<file path="config.mk">
export PLATFORM = sky130hd
export DESIGN_NAME = quad_sample_iterator
export DESIGN_NICKNAME = d
export VERILOG_FILES = /design/src/rtl/raster_pkg.sv /design/src/rtl/quad_lane_gen.sv /design/src/rtl/quad_sample_iterator.sv
export SDC_FILE = /design/constraint.sdc
export NUM_CORES = 1
export LEC_CHECK = 0
export CORE_AREA = 3 3 341 343
export CTS_CLUSTER_DIAMETER = 30
export CTS_CLUSTER_SIZE = 8
export DETAILED_ROUTE_END_ITERATION = 10
export DIE_AREA = 0 0 344 346
export MAX_ROUTING_LAYER = met4
export SLEW_MARGIN = 20
export SYNTH_ARGS = -nofsm -noshare
export SYNTH_HDL_FRONTEND = slang
export SYNTH_SLANG_ARGS = --single-unit
</file>
<file path="constraint.sdc">
create_clock -name clk -period 6 [get_ports clk]
set_input_delay 0.9 -clock clk [delete_from_list [all_inputs] [get_ports clk]]
set_output_delay 0.9 -clock clk [all_outputs]
set_load 0.05 [all_outputs]
</file>
<file path="src/rtl/raster_pkg.sv">
// raster_pkg: shared widths, iterator states and subsample step lookup for the raster iterator
package raster_pkg;
  localparam int SIGFIG = 24;
  localparam int RADIX = 10;
  localparam int VERTS = 3;
  localparam int AXIS = 3;
  localparam int COLORS = 3;
  localparam int LANES = 4;
  typedef enum logic {WAIT, TEST} iter_state_e;
  function automatic logic signed [SIGFIG-1:0] sample_step(input logic [3:0] sub_sample);
    return SIGFIG'(1) << (sub_sample[3] ? RADIX : sub_sample[2] ? RADIX - 1 :
                          sub_sample[1] ? RADIX - 2 : RADIX - 3);
  endfunction
endpackage

</file>
<file path="src/rtl/quad_lane_gen.sv">
// quad_lane_gen: positions, valid mask and row/box end flags for one group of four samples
module quad_lane_gen
  import raster_pkg::*;
(
  input  logic signed [SIGFIG-1:0]             xb,
  input  logic signed [SIGFIG-1:0]             y,
  input  logic signed [SIGFIG-1:0]             step,
  input  logic signed [SIGFIG-1:0]             ur_x,
  input  logic signed [SIGFIG-1:0]             ur_y,
  output logic        [LANES-1:0][SIGFIG-1:0] x,
  output logic        [LANES-1:0]             mask,
  output logic                                row_end,
  output logic                                last_grp
);
  for (genvar i = 0; i < LANES; i++) begin : g_lane
    logic signed [SIGFIG-1:0] xi;
    assign xi = xb + step * $signed(SIGFIG'(i));
    assign x[i] = xi;
    assign mask[i] = (i == 0) || (xi <= ur_x);
  end
  assign row_end = (xb + (step <<< 2)) > ur_x;
  assign last_grp = row_end && ((y + step) > ur_y);
endmodule

</file>
<file path="src/rtl/quad_sample_iterator.sv">
// quad_sample_iterator: walks a triangle's bounding box four subsamples per cycle, R13 -> R14
module quad_sample_iterator
  import raster_pkg::*;
(
  input  logic                                         clk,
  input  logic                                         rst,
  input  logic signed [VERTS-1:0][AXIS-1:0][SIGFIG-1:0] tri_R13S,
  input  logic        [COLORS-1:0][SIGFIG-1:0]          color_R13U,
  input  logic signed [1:0][1:0][SIGFIG-1:0]            box_R13S,
  input  logic                                         validTri_R13H,
  input  logic        [3:0]                             subSample_RnnnnU,
  output logic                                         halt_RnnnnL,
  output logic signed [VERTS-1:0][AXIS-1:0][SIGFIG-1:0] tri_R14S,
  output logic        [COLORS-1:0][SIGFIG-1:0]          color_R14U,
  output logic signed [1:0][LANES-1:0][SIGFIG-1:0]      sample_R14S,
  output logic        [LANES-1:0]                       validSamp_R14H
);
  iter_state_e state, state_nxt;
  logic signed [SIGFIG-1:0] step, ll_x, ur_x, ur_y, xb, y, nxt_x, nxt_y, gen_ur_x, gen_ur_y;
  logic [LANES-1:0][SIGFIG-1:0] lane_x;
  logic [LANES-1:0] mask;
  logic row_end, last_grp, row_end_q, last_q, accept, go;
  // The displayed group doubles as the walk position, so no separate counters are kept.
  assign xb = sample_R14S[0][0];
  assign y = sample_R14S[1][0];
  assign step = sample_step(subSample_RnnnnU);
  always_comb begin
    halt_RnnnnL = (state == WAIT) || (state == TEST && last_q);
    accept = validTri_R13H && halt_RnnnnL;
    go = accept || (state == TEST && !last_q);
    state_nxt = go ? TEST : WAIT;
    nxt_x = accept ? box_R13S[0][0] : row_end_q ? ll_x : xb + (step <<< 2);
    nxt_y = accept ? box_R13S[0][1] : row_end_q ? y + step : y;
    gen_ur_x = accept ? box_R13S[1][0] : ur_x;
    gen_ur_y = accept ? box_R13S[1][1] : ur_y;
  end
  quad_lane_gen u_lane_gen (
    .xb      (nxt_x),
    .y       (nxt_y),
    .step    (step),
    .ur_x    (gen_ur_x),
    .ur_y    (gen_ur_y),
    .x       (lane_x),
    .mask    (mask),
    .row_end (row_end),
    .last_grp(last_grp)
  );
  always_ff @(posedge clk) begin
    if (rst) state <= WAIT;
    else state <= state_nxt;
  end
  always_ff @(posedge clk) begin
    if (rst) begin
      tri_R14S <= '0;
      color_R14U <= '0;
      sample_R14S <= '0;
      validSamp_R14H <= '0;
      ll_x <= '0;
      ur_x <= '0;
      ur_y <= '0;
      row_end_q <= 1'b0;
      last_q <= 1'b0;
    end else begin
      validSamp_R14H <= go ? mask : '0;
      if (accept) begin
        tri_R14S <= tri_R13S;
        color_R14U <= color_R13U;
        ll_x <= box_R13S[0][0];
        ur_x <= box_R13S[1][0];
        ur_y <= box_R13S[1][1];
      end
      if (go) begin
        sample_R14S[0] <= lane_x;
        sample_R14S[1] <= {LANES{nxt_y}};
        row_end_q <= row_end;
        last_q <= last_grp;
      end
    end
  end
  a_onehot: assert property (@(posedge clk) disable iff (rst) $onehot(subSample_RnnnnU));
  a_stable: assert property (@(posedge clk) disable iff (rst)
    (state == TEST && !last_q) |=> $stable(subSample_RnnnnU));
endmodule
</file>
# After elaboration in Yosys (flattened, before gate mapping)
# Cells that the tools add are included.
# op_classes
n_addsub	7
mul	1
div_mod_pow	0
n_lt_le_gt_ge	5
eq_ne	0
n_shift	1
muxes	11
n_bitwise	2
n_reduce_logical	8
# op_table
op	count
$add 24x24->24	7
$mux 24	6
$le 24x24->1	3
$gt 24x24->1	2
$mul 24x3->24 const B	1
$shl 1x4->24 const A	1
$mux 4	3
$logic_and 1x1->1	4
$logic_or 1x1->1	2
$mux 1	2
$not 1->1	2
$reduce_or 2->1	1
$logic_not 1->1	1
# totals
register_bits	487
latchBits	0
ramBits	0
rom_bits	0
input_bits	391
output_inout_bits	485
mem_count	0

# Logic depth before layout (Yosys ltp)
# logic_depth
depth_word	10
depth_mapped	33

# Hierarchy
# From an unflattened synthesis, not the netlist that was laid out.
# hier_totals
cells_unflattened	3858
hier_area_um2	29249.3
# by_module_without_submodules
mod	n_inst	cells_each	area_each_um2	seq_area_each_um2
quad_sample_iterator	1	2644	20019.2	9749.4
quad_lane_gen	1	1214	9230.1	0.0

# Worst setup path before layout
# OpenSTA, ideal clock, no wires.
# synth_path
kind	input to register
start	input subSample_RnnnnU[3]
end	register validSamp_R14H[3]
setup_ps	70
arrival_ps	6446
required_ps	5930
slack_ps	-516
stages	24
cell_sequence	or3_4 > buf_2 > xnor2_2 > or4b_2 > nand3_1 > inv_1 > fa_1 > ha_1 > a22o_1 > a211oi_1 > o21bai_1 > a21bo_2 > a311oi_2 > nor3_1 > xnor2_1 > ha_1 > nand4_1 > nor3_1 > nand2_1 > nor3_1 > a221oi_1 > and4b_1 > mux2_2 > a21oi_1
# synth_lines
element	line_no	source
start: declaration	quad_sample_iterator.sv:11	input logic [3:0] subSample_RnnnnU,
end signal: assignment	quad_sample_iterator.sv:64	validSamp_R14H <= go ? mask : '0;
end: declaration	quad_sample_iterator.sv:16	output logic [LANES-1:0] validSamp_R14H

==> flow_summary.json <==
{
  "grt_usage_pct": 22.5,
  "seq_area_frac_synth_pct": 35.8,
  "via_count": 29000,
  "cts-hold-fix-buffers": 0,
  "power_density_mw_per_mm2": 459,
  "critPathArrivalTime_ns": 6.48,
  "route.layer.met1.wl_mm": 54.4,
  "stdcell_count": 6259,
  "portBuffers": 874,
  "critical_path.slowest_cell": "sky130_fd_sc_hd__or4b_2",
  "num-nets-final": 5258,
  "mappedNetlistArea_mm2": 0.0270,
  "critPathMaxStageDelay_ns": 0.63,
  "netlist-cell-type-count": 95,
  "fmax_mhz": 172,
  "post_synth.cell_area_avg_um2": 7.90,
  "final-max-slew-violation-count": 0,
  "start_util_pct": 23.7,
  "tritoncts_clock_tree": "yes",
  "setup_viol_count_final": 0,
  "wl_met3_mm": 10.8,
  "grt_overflow": 0,
  "drc": 0,
  "fp.dieW_um": 344,
  "synth-async-reset-ratio_pct": 0,
  "layout.cells.most_common": "sky130_fd_sc_hd__clkdlybuf4s50_1",
  "synthDominantCellAreaShare_pct": 35.8,
  "placedCellCount": 5968,
  "gp_routability_congestion": 0.941,
  "synth_flop_cell": "sky130_fd_sc_hd__dfxtp_1",
  "latest_clock_arrival_within_the_worst_skew_pair_ns": 0.73,
  "most-common-layout-cells": "sky130_fd_sc_hd__clkdlybuf4s50_1, sky130_fd_sc_hd__nand2_1, sky130_fd_sc_hd__a21oi_1",
  "critical_path.startpoint_type": "input pin",
  "power.total_w": 0.0206,
  "wl_per_cell_um": 21.6,
  "timing_worst_slew_pin_value_ns": 1.07,
  "total_leakage_power_nw": 18.6,
  "ctsHtreeMaxLevel": 4,
  "cts_buffers": 140,
  "critPathCaptureType": "register",
  "run_status": "finished, final reports clean",
  "synth_top_area_cell": "sky130_fd_sc_hd__dfxtp_1",
  "via_count_of_the_first_global_routing_pass": 28200,
  "skew_ns": 0.0379,
  "timing.critical_path.mode_cell": "sky130_fd_sc_hd__buf_4",
  "core_area_mm2": 0.114,
  "critPathKind": "in2reg",
  "clkSlewWorstSetupHoldPaths_ns": 0.05,
  "drt_iter0_markers": 1916,
  "holdCritPathClass": "reg2reg",
  "post-route-min-period_ns": 5.83,
  "grt_max_degree": 164,
  "ant_nets": 0,
  "dp.final_hpwl_mm": 107,
  "fillers": 11600,
  "detailroute.wirelength.met2_mm": 66.5,
  "number_of_antenna_violations_at_the_first_check_in_global_routing": 34,
  "flow.area_growth_from_synthesis_pct": 65.8,
  "io_pins": 876,
  "ir_worst_vdd_uv": 229,
  "num_rows": 124,
  "drv.max_cap_violation_count": 0,
  "timing_hold_violations_final": 0,
  "drt_wl_total_mm": 135,
  "cts_buffer_depth": 3,
  "final_min_period_over_clock_period_pct": 97.1,
  "drt_pass1_iterations": 5,
  "final_layout_size_suffix_gt1_share_pct": 14.3,
  "die_y_um": 346,
  "synth.area.top_cells": "sky130_fd_sc_hd__dfxtp_1, sky130_fd_sc_hd__nand2_1, sky130_fd_sc_hd__ha_1, sky130_fd_sc_hd__a21oi_1, sky130_fd_sc_hd__xnor2_1",
  "ys_warn_count": 0,
  "worst-endpoint-required_ns": 6.66,
  "timing.max_slew.rel_slack_pct": 28.7,
  "postSynthCellCount": 3424,
  "avgViaCountPerCell": 4.64,
  "critical_path_peak_fanout": 4,
  "yosys_register_bits": 484,
  "die_area_mm2": 0.119,
  "clock_tree.root_cell": "sky130_fd_sc_hd__clkbuf_16",
  "top_layer": "met4",
  "global_route_wire_length_before_repair_mm": 192,
  "cts.sinks": 484,
  "synth_edf_count": 0
}
==> power breakdown <==
group / leakage [nW] / internal [W] / total (W) / switching (W)
Combinational: 12.1 / 0.00364 / 0.00886 / 0.00522
Sequential: 3.98 / 0.00363 / 0.00394 / 0.000312
Clock: 2.46 / 0.00540 / 0.00778 / 0.00238
==> Yosys cell counts, types with 5 or more instances <==
library cell and number:
sky130_fd_sc_hd__o21ai_0 80, sky130_fd_sc_hd__and2_1 12, sky130_fd_sc_hd__fa_1 17, sky130_fd_sc_hd__xor2_1 36, sky130_fd_sc_hd__nand2_1 867, sky130_fd_sc_hd__o211ai_1 17
sky130_fd_sc_hd__o21ai_1 6, sky130_fd_sc_hd__nor4_1 8, sky130_fd_sc_hd__nor3_1 35, sky130_fd_sc_hd__a21boi_0 6, sky130_fd_sc_hd__nor2_1 176, sky130_fd_sc_hd__a211oi_1 28
sky130_fd_sc_hd__o21bai_1 6, sky130_fd_sc_hd__clkbuf_1 161, sky130_fd_sc_hd__o21a_1 37, sky130_fd_sc_hd__o311ai_0 7, sky130_fd_sc_hd__xnor2_1 96, sky130_fd_sc_hd__buf_2 11
sky130_fd_sc_hd__o31a_1 7, sky130_fd_sc_hd__inv_1 60, sky130_fd_sc_hd__ha_1 237, sky130_fd_sc_hd__nand4_1 24, sky130_fd_sc_hd__and3_1 15, sky130_fd_sc_hd__a31oi_1 17
sky130_fd_sc_hd__nand4b_1 6, sky130_fd_sc_hd__o31ai_1 8, sky130_fd_sc_hd__or2_2 8, sky130_fd_sc_hd__mux2i_1 63, sky130_fd_sc_hd__or3_1 15, sky130_fd_sc_hd__a21oi_1 503
sky130_fd_sc_hd__nand3_1 51, sky130_fd_sc_hd__buf_1 12, sky130_fd_sc_hd__o211a_1 8, sky130_fd_sc_hd__a31o_2 6, sky130_fd_sc_hd__dfxtp_1 484, sky130_fd_sc_hd__nand2b_1 27
sky130_fd_sc_hd__buf_4 76, sky130_fd_sc_hd__nor2b_1 31, sky130_fd_sc_hd__a21o_1 68, sky130_fd_sc_hd__and4_1 5
==> critical path, delay by kind of cell <==
| kind | cells | cell delay, ns |
|---|---|---|
| AND/OR/NAND/NOR | 9 | 2.07 |
| multiplexers | 1 | 0.30 |
| XOR/XNOR | 2 | 0.29 |
| buffers and inverters | 5 | 0.64 |
| AO/OA/AOI/OAI | 7 | 1.21 |
| adder cells (fa/ha/maj) | 3 | 1.06 |
==> layer usage <==
layer | vias up | GRT usage [%]
li1 | 14100 | -
met1 | 13800 | 25.6
met2 | 968 | 37.8
met3 | 179 | 6.89
met4 | 0 | 6.71
met5 | - | -
==> what timing repair did <==
item | CTS | global route
buffers inserted | 5 | 11
pin swaps | 21 | 39
setup endpoints to repair | 5 | 5
resized for setup | 23 | 45
==> state kept, by name, summed over array words and instances (netlist names) <==
name and count:
xb 24, sample_R14S 94, ur_x 24, row_end_q 1, state 1, last_q 1, ll_x 24, color_R14U 72
tri_R14S 216, validSamp_R14H 3, ur_y 24
==> area by class of cell <==
type                            instances  area (um2)  share of cell area (%)
Inverter                               63         241                   0.539
Antenna cell                           22        55.1                   0.123
Multi-Input combinational cell       2711       16500                    36.9
Timing Repair Buffer                 1213       11300                    25.3
Clock buffer                          188        4020                    8.98
Clock inverter                         66        1030                    2.30
Sequential cell                       484        9690                    21.6
Tap cell                             1512        1890                    4.22
==> stage by stage <==
stage          hold WS (ns)  setup slack [ns]  setup TNS (ns)  utilization (%)  cell area [um2]
3_3_place_gp          0.438            -0.969           -4.49             34.5            39300
2_1_floorplan         0.432           -0.0813         -0.0813                -            27500
4_1_cts               0.449            0.0116               0             39.1            44500
6_report              0.449             0.174               0             39.4            44800
3_5_place_dp          0.444             -1.09           -4.95             34.5            39300
5_1_grt               0.463           -0.0187         -0.0187             39.4            44800
==> final timing paths <==
kind | startpoint | cells after the start | endpoint | slack [ns]
worst min register to register | tri_R14S[105] | 2 | tri_R14S[105] | 0.45
worst max register to register | xb[11] | 26 | validSamp_R14H[3] | 0.45
worst max-delay path | subSample_RnnnnU[3] | 27 | validSamp_R14H[3] | 0.17
worst min-delay path | tri_R14S[105] | 2 | tri_R14S[105] | 0.45
==> kinds of logic after synthesis <==
logic type      count (synthesis)  synth area share (%)
compound gates                854                  18.8
xor+xnor                      134                  4.40
fa+ha+maj                     257                  12.3
buf+inv                       324                  5.64
flops                         484                  35.8
mux                            68                  2.55
other cells                     2                0.0278
simple gates                 1301                  20.4
Power figures use the tool's default switching activity.
